## config.mk

```make
export PLATFORM = sky130hd
export DESIGN_NAME = uart_cmd_decoder_flat
export DESIGN_NICKNAME = d
export VERILOG_FILES = /design/src/rtl/uart_cmd_decoder_if.sv /design/src/rtl/uart_cmd_decoder.sv /design/src/flat_wrapper.sv
export SDC_FILE = /design/constraint.sdc
export NUM_CORES = 1
export LEC_CHECK = 0
export ABC_AREA = 1
export BUFFER_PORTS_ARGS = -buffer_cell sky130_fd_sc_hd__buf_4
export CORE_ASPECT_RATIO = 0.6
export CORE_MARGIN = 2
export CORE_UTILIZATION = 40
export CTS_CLUSTER_SIZE = 14
export DETAILED_ROUTE_END_ITERATION = 10
export GPL_ROUTABILITY_DRIVEN = 0
export PLACE_DENSITY = 0.62
export REMOVE_ABC_BUFFERS = 1
export SKIP_CTS_REPAIR_TIMING = 1
export SLEW_MARGIN = 5
export SYNTH_ARGS = -nofsm -noshare
export SYNTH_HDL_FRONTEND = slang
export SYNTH_SLANG_ARGS = --single-unit
```

## constraint.sdc

```tcl
create_clock -name clock -period 2.3 [get_ports clock]
set_input_delay 0.345 -clock clock [delete_from_list [all_inputs] [get_ports clock]]
set_output_delay 0.345 -clock clock [all_outputs]
set_load 0.1 [all_outputs]
```

## src/rtl/uart_cmd_decoder_if.sv

```systemverilog
// UART command decoder bus: receive strobe, command handshake, status.
// Drivers use master, the decoder uses slave.
interface uart_cmd_decoder_if;
  logic [7:0]  rx_data_i;
  logic        rx_valid_i;
  logic        cmd_valid_o;
  logic [7:0]  cmd_opcode_o;
  logic [15:0] cmd_arg_o;
  logic        cmd_ready_i;
  logic        err_checksum_o;
  logic        err_timeout_o;
  logic        err_overflow_o;
  logic        busy_o;

  modport master (
    output rx_data_i, rx_valid_i, cmd_ready_i,
    input  cmd_valid_o, cmd_opcode_o, cmd_arg_o,
    input  err_checksum_o, err_timeout_o, err_overflow_o, busy_o
  );

  modport slave (
    input  rx_data_i, rx_valid_i, cmd_ready_i,
    output cmd_valid_o, cmd_opcode_o, cmd_arg_o,
    output err_checksum_o, err_timeout_o, err_overflow_o, busy_o
  );
endinterface

```

## src/rtl/uart_cmd_decoder.sv

```systemverilog
// Frame parser: SYNC, opcode, arg_hi, arg_lo, xor check.
// Emits one pending command with valid/ready and error pulses.
module uart_cmd_decoder #(
  parameter logic [7:0]  SYNC_BYTE      = 8'h5A,
  parameter int unsigned TIMEOUT_CLOCKS = 1000
) (
  input logic               clock,
  input logic               reset,
  uart_cmd_decoder_if.slave bus
);

  localparam logic [15:0] CntLast = 16'(TIMEOUT_CLOCKS - 1);

  typedef enum logic [2:0] {
    IDLE, OPCODE, ARG_HI, ARG_LO, CHECK
  } state_e;

  // A single error code register makes the pulses exclusive.
  typedef enum logic [1:0] {
    E_NONE, E_CKSUM, E_TOUT, E_OVFL
  } err_e;

  state_e      state_q, state_d;
  logic [15:0] cnt_q, cnt_d;
  logic [7:0]  op_q, op_d;
  logic [7:0]  hi_q, hi_d;
  logic [7:0]  lo_q, lo_d;
  logic        cv_q, cv_d;
  logic [7:0]  cop_q, cop_d;
  logic [15:0] carg_q, carg_d;
  err_e        err_q, err_d;
  logic        busy_q, busy_d;

  logic take;
  logic hs;
  logic expire;

  assign take   = bus.rx_valid_i;
  assign hs     = cv_q & bus.cmd_ready_i;
  assign expire = (cnt_q == CntLast);

  // Next-state: frame walk, inter-byte timer, command slot.
  always_comb begin
    state_d = state_q;
    cnt_d   = cnt_q;
    op_d    = op_q;
    hi_d    = hi_q;
    lo_d    = lo_q;
    cv_d    = cv_q & ~hs;
    cop_d   = cop_q;
    carg_d  = carg_q;
    err_d   = E_NONE;
    unique case (state_q)
      IDLE: begin
        cnt_d = '0;
        if (take && bus.rx_data_i == SYNC_BYTE) begin
          state_d = OPCODE;
        end
      end
      default: begin
        if (take) begin
          cnt_d = '0;
          unique case (state_q)
            OPCODE: begin
              op_d    = bus.rx_data_i;
              state_d = ARG_HI;
            end
            ARG_HI: begin
              hi_d    = bus.rx_data_i;
              state_d = ARG_LO;
            end
            ARG_LO: begin
              lo_d    = bus.rx_data_i;
              state_d = CHECK;
            end
            default: begin
              state_d = IDLE;
              if (bus.rx_data_i != (op_q ^ hi_q ^ lo_q)) begin
                err_d = E_CKSUM;
              end else if (cv_q && !bus.cmd_ready_i) begin
                err_d = E_OVFL;
              end else begin
                cv_d   = 1'b1;
                cop_d  = op_q;
                carg_d = {hi_q, lo_q};
              end
            end
          endcase
        end else if (expire) begin
          state_d = IDLE;
          cnt_d   = '0;
          err_d   = E_TOUT;
        end else begin
          cnt_d = cnt_q + 16'd1;
        end
      end
    endcase
    busy_d = (state_d != IDLE);
  end

  // State and output registers.
  always_ff @(posedge clock or posedge reset) begin
    if (reset) begin
      state_q <= IDLE;
      cnt_q   <= '0;
      op_q    <= '0;
      hi_q    <= '0;
      lo_q    <= '0;
      cv_q    <= 1'b0;
      cop_q   <= '0;
      carg_q  <= '0;
      err_q   <= E_NONE;
      busy_q  <= 1'b0;
    end else begin
      state_q <= state_d;
      cnt_q   <= cnt_d;
      op_q    <= op_d;
      hi_q    <= hi_d;
      lo_q    <= lo_d;
      cv_q    <= cv_d;
      cop_q   <= cop_d;
      carg_q  <= carg_d;
      err_q   <= err_d;
      busy_q  <= busy_d;
    end
  end

  assign bus.cmd_valid_o    = cv_q;
  assign bus.cmd_opcode_o   = cop_q;
  assign bus.cmd_arg_o      = carg_q;
  assign bus.err_checksum_o = (err_q == E_CKSUM);
  assign bus.err_timeout_o  = (err_q == E_TOUT);
  assign bus.err_overflow_o = (err_q == E_OVFL);
  assign bus.busy_o         = busy_q;

endmodule

```

## src/flat_wrapper.sv

```systemverilog
// flat-port wrapper written by rule: the top's interface ports become plain ports
module uart_cmd_decoder_flat 
#(
  parameter logic [7:0]  SYNC_BYTE      = 8'h5A,
  parameter int unsigned TIMEOUT_CLOCKS = 1000
)
  (clock, reset, bus_rx_data_i, bus_rx_valid_i, bus_cmd_ready_i, bus_cmd_valid_o, bus_cmd_opcode_o, bus_cmd_arg_o, bus_err_checksum_o, bus_err_timeout_o, bus_err_overflow_o, bus_busy_o);
  uart_cmd_decoder_if bus_i ();
  input logic clock;
  input logic reset;
  input wire logic [$bits(bus_i.rx_data_i)-1:0] bus_rx_data_i;
  input wire logic [$bits(bus_i.rx_valid_i)-1:0] bus_rx_valid_i;
  input wire logic [$bits(bus_i.cmd_ready_i)-1:0] bus_cmd_ready_i;
  output wire logic [$bits(bus_i.cmd_valid_o)-1:0] bus_cmd_valid_o;
  output wire logic [$bits(bus_i.cmd_opcode_o)-1:0] bus_cmd_opcode_o;
  output wire logic [$bits(bus_i.cmd_arg_o)-1:0] bus_cmd_arg_o;
  output wire logic [$bits(bus_i.err_checksum_o)-1:0] bus_err_checksum_o;
  output wire logic [$bits(bus_i.err_timeout_o)-1:0] bus_err_timeout_o;
  output wire logic [$bits(bus_i.err_overflow_o)-1:0] bus_err_overflow_o;
  output wire logic [$bits(bus_i.busy_o)-1:0] bus_busy_o;
  assign bus_i.rx_data_i = bus_rx_data_i;
  assign bus_i.rx_valid_i = bus_rx_valid_i;
  assign bus_i.cmd_ready_i = bus_cmd_ready_i;
  assign bus_cmd_valid_o = bus_i.cmd_valid_o;
  assign bus_cmd_opcode_o = bus_i.cmd_opcode_o;
  assign bus_cmd_arg_o = bus_i.cmd_arg_o;
  assign bus_err_checksum_o = bus_i.err_checksum_o;
  assign bus_err_timeout_o = bus_i.err_timeout_o;
  assign bus_err_overflow_o = bus_i.err_overflow_o;
  assign bus_busy_o = bus_i.busy_o;
  uart_cmd_decoder #(.SYNC_BYTE(SYNC_BYTE), .TIMEOUT_CLOCKS(TIMEOUT_CLOCKS)) u_core (.clock(clock), .reset(reset), .bus(bus_i));
endmodule
```

==> flow_metrics.tcl, run 1 <==
set metrics [dict create \
    synth.top_cell.area_share_pct 49.15 \
    row_count 26 \
    critical_path_buf_inv_count 1 \
    rsz_0062_raised_after_global_routing "false" \
    yosys.area.top_type "dfrtp_1" \
    core_region_area_um2 8653 \
    vias 3055 \
    timing.critical_path.fanout_max 9 \
    hp-class "in2async" \
    ys_seq_elements 71 \
    cts_htree_levels 3 \
    critical_path.startpoint_type "register" \
    path_cells "ha_1, nand4_1, nor2_1, nand2_1, nand2_2, inv_1, o21ai_0, a21oi_1" \
    number_of_buffers_added_on_ports 40 \
    relSlewSlack_pct 58.25 \
    final_net_count 536 \
    initialDrtViolationCount 179 \
    drtPass1Iterations 5 \
    grt.total_usage_pct 19.19 \
    synthToLayoutAreaGrowth_pct 21.05 \
    seq_area_frac_synth_pct 49.15 \
    cts_tree "yes" \
    detailed_placement_wirelength_estimate_um 6146 \
    tritoncts_num_sinks 71 \
    final_min_period_over_clock_period_pct 77.26 \
    drt-total-wl_um 8471 \
    ir_drop_mv 0.4038 \
    worst-r2r-cell-count 8 \
    num_antenna_cells 0 \
    timing.final.max_slew_violations 0 \
    worst_ep_arrival_time_ns 2.03 \
    syn_area_per_cell_um2 7.675 \
    cts.path.max_buffers 2 \
    timing.critical_path.max_delay_family "simple AND/OR/NAND/NOR gates" \
    grt_max_degree 28 \
    hold_viol 0 \
    yosys_warnings 0 \
    tritoncts.num_buffers 9 \
    pwr_density_cell_nw_per_um2 1107 \
    mappedNetlistArea_um2 3615 \
    max_slew.worst_pin.slew_ns 0.6253 \
    cp_slowest_cell "dfrtp_1" \
    drt-vias-per-instance 4.773 \
    ys_top_cells_by_area "dfrtp_1, nand2_1, inv_1" \
    final.setup_skew_ns 0.004848 \
    setup.reg_to_reg.worst_slack_ns 0.52 \
    floorplan.initialDensity_pct 41.77 \
    regToRegStartpoint "u_core.cnt_q[0]$_DFF_PP0_" \
    drcViolationCount 0 \
    clk_transition_reported_paths_ns 0.06 \
    total_die_area_um2 9838 \
    timing.setup.critical_path_class "reg2reg" \
    drv_cap 0 \
    via_count_of_the_first_global_routing_pass 2957 \
    post_synth_num_cell_types 29 \
    hold_slack_ns 0.09504 \
    max_freq_mhz 562.8 \
    worst_path_max_stage_delay_ns 0.39 \
    crit_path_end_kind "register" \
    drive_above_1_share_pct 16.10 \
    grt_antenna_before_repair 0 \
    fp.dieH_um 77.64 \
    wl_per_cell_um 13.24 \
    totalNegativeSetupSlack_ns 0 \
    gr-total-overflow 0 \
    clock_tree.root_cell "clkbuf_16" \
    antenna_violating_nets_post_route 0 \
    worstPathRequired_ns 2.55 \
    total_leakage_power_nw 2.345 \
    setup_viol 0 \
    status "completed" \
    worstSkewPairLatency_ns 0.33 \
    min_period_ns 1.777 \
    die-width_um 126.7 \
    design.portCount 41 \
    postSynthCellCount 471 \
    grt_first_pass_wirelength_um 14460 \
    crit-reg2reg-capture "u_core.cnt_q[6]$_DFF_PP0_" \
]
[area by class of cell]
cell class / instances / area, um^2
clock inverters: 6 / 60.06
multi-input cells: 320 / 1485
flip-flops and latches: 71 / 1777
fillers: 824 / 4278
clock buffers: 10 / 239.0
well taps: 112 / 140.1
repair buffers: 52 / 415.4
inverters: 69 / 259.0
[power breakdown]
| part | internal, mW | switching (mW) |
|---|---|---|
| sequential | 1.52 | 0.290 |
| clock | 0.862 | 0.525 |
| combinational | 0.551 | 1.10 |
| total | 2.93 | 1.91 |
[flip-flops by register name, summed over array words and instances, names as in the netlist]
register                 flops
u_core.bus.busy_o            1
u_core.cnt_q                16
u_core.lo_q                  8
u_core.bus.cmd_opcode_o      8
u_core.op_q                  8
u_core.bus.cmd_arg_o        16
u_core.state_q               3
u_core.bus.cmd_valid_o       1
u_core.hi_q                  8
u_core.err_q                 2
[worst reg2reg max path: stages (launching register included)]
cell and delay [ns]:
dfrtp_1 0.39, ha_1 0.25, nand4_1 0.14, nor2_1 0.08, nand2_1 0.13, nand2_2 0.17, inv_1 0.25, o21ai_0 0.13
a21oi_1 0.14
[cell usage after synthesis, drive strengths merged]
| cell type | instances |
|---|---|
| a21oi | 5 |
| nor3 | 7 |
| inv | 65 |
| dfrtp | 71 |
| a31oi | 1 |
| ha | 1 |
| o21ai | 30 |
| clkinv | 4 |
| xor2 | 5 |
| xnor2 | 8 |
| nor4 | 1 |
| buf | 6 |
| nand3 | 11 |
| nor2 | 39 |
| or2 | 1 |
| a211oi | 2 |
| nand4 | 32 |
| clkbuf | 5 |
| nand2 | 177 |
[stage by stage]
| step | std cells | utilization, % | worst slack [ns] | instance area, um^2 | power (mW) |
|---|---|---|---|---|---|
| after floorplan | 460 | - | 0.1584 | 3521 | 3.045 |
| after global placement | 624 | 47.11 | 0.5747 | 4076 | 3.419 |
| after detailed placement | 624 | 47.11 | 0.5186 | 4076 | 3.469 |
| after CTS | 640 | 50.56 | 0.5365 | 4375 | 4.884 |
| after global routing | 640 | 50.56 | 0.2721 | 4375 | 5.234 |
| final | 640 | 50.56 | 0.5231 | 4375 | 4.845 |
[per-layer routing]
metal / GRT usage (%) / vias to the layer above / wire length (um)
li1: - / 1581 / -
met1: 28.20 / 1387 / 4490
met2: 26.70 / 80 / 3401
met3: 7.172 / 7 / 486
met4: 4.615 / 0 / 92
met5: 0 / - / 0
[how the worst max path moves through the flow]
stage | startpoint | endpoint | depth (start not counted)
floorplan | reset | u_core.bus.busy_o$_DFF_PP0_ | 1
global placement | bus_rx_data_i[7] | u_core.err_q[0]$_DFF_PP0_ | 14
detailed placement | bus_rx_data_i[7] | u_core.err_q[1]$_DFF_PP0_ | 13
CTS | u_core.cnt_q[0]$_DFF_PP0_ | u_core.cnt_q[6]$_DFF_PP0_ | 8
global route | u_core.cnt_q[0]$_DFF_PP0_ | u_core.cnt_q[6]$_DFF_PP0_ | 8
finish | u_core.cnt_q[0]$_DFF_PP0_ | u_core.cnt_q[6]$_DFF_PP0_ | 8
[cell usage in the layout, fill, tap and decap left out, drive strengths merged]
cell	netlist	layout
nand2	177	177
dfrtp	71	71
inv	65	65
buf	6	52
nor2	39	39
nand4	32	32
o21ai	30	30
nand3	11	11
clkbuf	5	10
xnor2	8	8
nor3	7	7
clkinv	4	7
xor2	5	5
a21oi	5	5
a211oi	2	2
clkinvlp	0	2
or2	1	1
nor4	1	1
a31oi	1	1
ha	1	1
bufinv	0	1
[logic make-up after synthesis]
kind of cell / count (synthesis) / synth area share, %
compound gates: 38 / 5.434
xor+xnor: 13 / 3.150
fa+ha+maj: 1 / 0.3461
buf+inv: 80 / 9.761
flops: 71 / 49.15
simple gates: 268 / 32.16
No activity file was read; power rests on OpenSTA's default activity.
==> inputs of run 2 (changes only) <==
Settings changed: PLACE_DENSITY 0.62 to 0.64.
Clock period 2.3 ns to 1.6 ns, I/O delays scaled along.
==> flow_metrics.tcl, run 2 (synthesis gave the netlist of run 1 again) <==
set metrics [dict create \
    cts_htree_levels 3 \
    timing.setup.critical_path_class "reg2reg" \
    final_net_count 561 \
    timing.final.max_slew_violations 0 \
    clock_tree.root_cell "clkbuf_16" \
    total_leakage_power_nw 2.573 \
    totalNegativeSetupSlack_ns -0.9962 \
    status "finished with violations" \
    final_cell_mix "nand2_1, dfrtp_1, buf_4" \
    via_count_of_the_first_global_routing_pass 2971 \
    final_min_period_over_clock_period_pct 103.7 \
    hold_viol 0 \
    cts_tree "yes" \
    num_antenna_cells 0 \
    synthToLayoutAreaGrowth_pct 36.66 \
    crit_path_end_kind "register" \
    dpl.cell_count 630 \
    cts.path.max_buffers 2 \
    worstSkewPairLatency_ns 0.33 \
    tritoncts.num_buffers 9 \
    relSlewSlack_pct 78.20 \
    floorplan.initialDensity_pct 41.77 \
    number_of_buffers_added_on_ports 40 \
    critical_path.startpoint_type "register" \
    total_die_area_um2 9838 \
    pre_cts_slack_ns -0.006336 \
    drv_cap 0 \
    worst_ep_arrival_time_ns 1.88 \
    seq_area_um2 1783 \
    setup_viol 24 \
    vias 3322 \
    drtPass1Iterations 5 \
    ir_drop_mv 0.6934 \
    final.setup_skew_ns 0.006942 \
    min_period_ns 1.659 \
    drt-vias-per-instance 4.995 \
    postLayoutCellArea_um2 4940 \
    pwr_density_cell_nw_per_um2 1533 \
    wl_per_cell_um 14.66 \
    row_count 26 \
    fp.dieH_um 77.64 \
    drive_above_1_share_pct 30.38 \
    fin_ws_ns -0.05896 \
    failed_checks "negative setup slack" \
    max_freq_mhz 602.8 \
    design.portCount 41 \
    grt_max_degree 59 \
    detailed_placement_wirelength_estimate_um 6088 \
    core_region_area_um2 8653 \
    max_slew.worst_pin.slew_ns 0.3269 \
    timing.critical_path.fanout_max 11 \
    gr-total-overflow 0 \
    number_of_filler_cells_placed_in_the_layout 756 \
    die-width_um 126.7 \
    drcViolationCount 0 \
    grt_antenna_before_repair 0 \
    initialDrtViolationCount 307 \
    multiInputGateArea_um2 1732 \
    grt_first_pass_wirelength_um 14720 \
    final_common_cell "nand2_1" \
    hp-class "in2reg" \
    place_area_um2 4134 \
    antenna_violating_nets_post_route 0 \
    post_route_non_filler_standard_cell_count 665 \
    grt.total_usage_pct 19.16 \
    worstPathRequired_ns 1.82 \
    drt-total-wl_um 9748 \
    clk_transition_reported_paths_ns 0.06 \
    setup.reg_to_reg.worst_slack_ns -0.06 \
    tritoncts_num_sinks 71 \
    rsz_0062_raised_after_global_routing "true" \
]
run 2: cell count changes in the layout (fill, tap and decap cells not counted), sizes merged:
cell and change:
buf +20, clkbuf +7, clkinvlp -2, clkinv -1, dlygate4sd3 +1
run 2: path summary, 6_finish.rpt:
kind                            cells past startpoint                                      to                       start
worst max-delay path                               11  u_core.bus.cmd_opcode_o[7]$_DFFE_PP0P_  u_core.op_q[1]$_DFFE_PP0P_
worst min-delay path                                3              u_core.hi_q[6]$_DFFE_PP0P_            bus_rx_data_i[6]
worst max register to register                     11  u_core.bus.cmd_opcode_o[7]$_DFFE_PP0P_  u_core.op_q[1]$_DFFE_PP0P_
worst min register to register                      1              u_core.cnt_q[12]$_DFF_PP0_  u_core.cnt_q[11]$_DFF_PP0_
max in group asynchronous                           4              u_core.hi_q[7]$_DFFE_PP0P_                       reset
min in group asynchronous                           3              u_core.hi_q[3]$_DFFE_PP0P_                       reset
run 2: power breakdown:
| group | internal (mW) | leakage, nW | switching (mW) | total [mW] |
|---|---|---|---|---|
| clock network | 1.33 | 0.156 | 0.749 | 2.08 |
| registers | 2.20 | 0.944 | 0.449 | 2.65 |
| logic | 1.06 | 1.47 | 1.79 | 2.85 |
run 2: worst max-delay path, cell delays in order, from the launching register on:
cell and delay [ns]:
dfrtp_2 0.44, nand2_1 0.08, inv_1 0.04, nor2_1 0.09
nand2_1 0.06, nand2_1 0.08, nand2_2 0.08, nor2_2 0.15
nand4_4 0.18, clkbuf_16 0.22, nand2_1 0.06, nand2_1 0.05
run 2: metal layers:
metal / GRT usage [%] / part of all wire [%] / vias up
met5: 0 / 0 / -
met4: 6.264 / 0.92 / 0
met3: 5.103 / 6.1 / 8
met2: 27.46 / 43 / 109
met1: 28.15 / 50 / 1570
li1: - / - / 1635
run 2: layout make-up:
type / instances / share of cell area (%)
multi-input cells: 320 / 35.06
clock buffers: 13 / 5.471
inverters: 69 / 5.243
well taps: 112 / 2.837
flip-flops and latches: 71 / 36.09
repair buffers: 77 / 14.49
clock inverters: 3 / 0.8105
run 2: per-stage QoR:
stage          hold slack, ns  total power [mW]  util, %
3_3_place_gp           0.2239             4.922    47.77
3_5_place_dp           0.2280             5.015    47.77
6_report               0.1636             7.574    57.08
5_1_grt                0.1743             8.080    57.08
4_1_cts               -0.1280             7.121    51.36
2_1_floorplan          0.3610             4.377        -
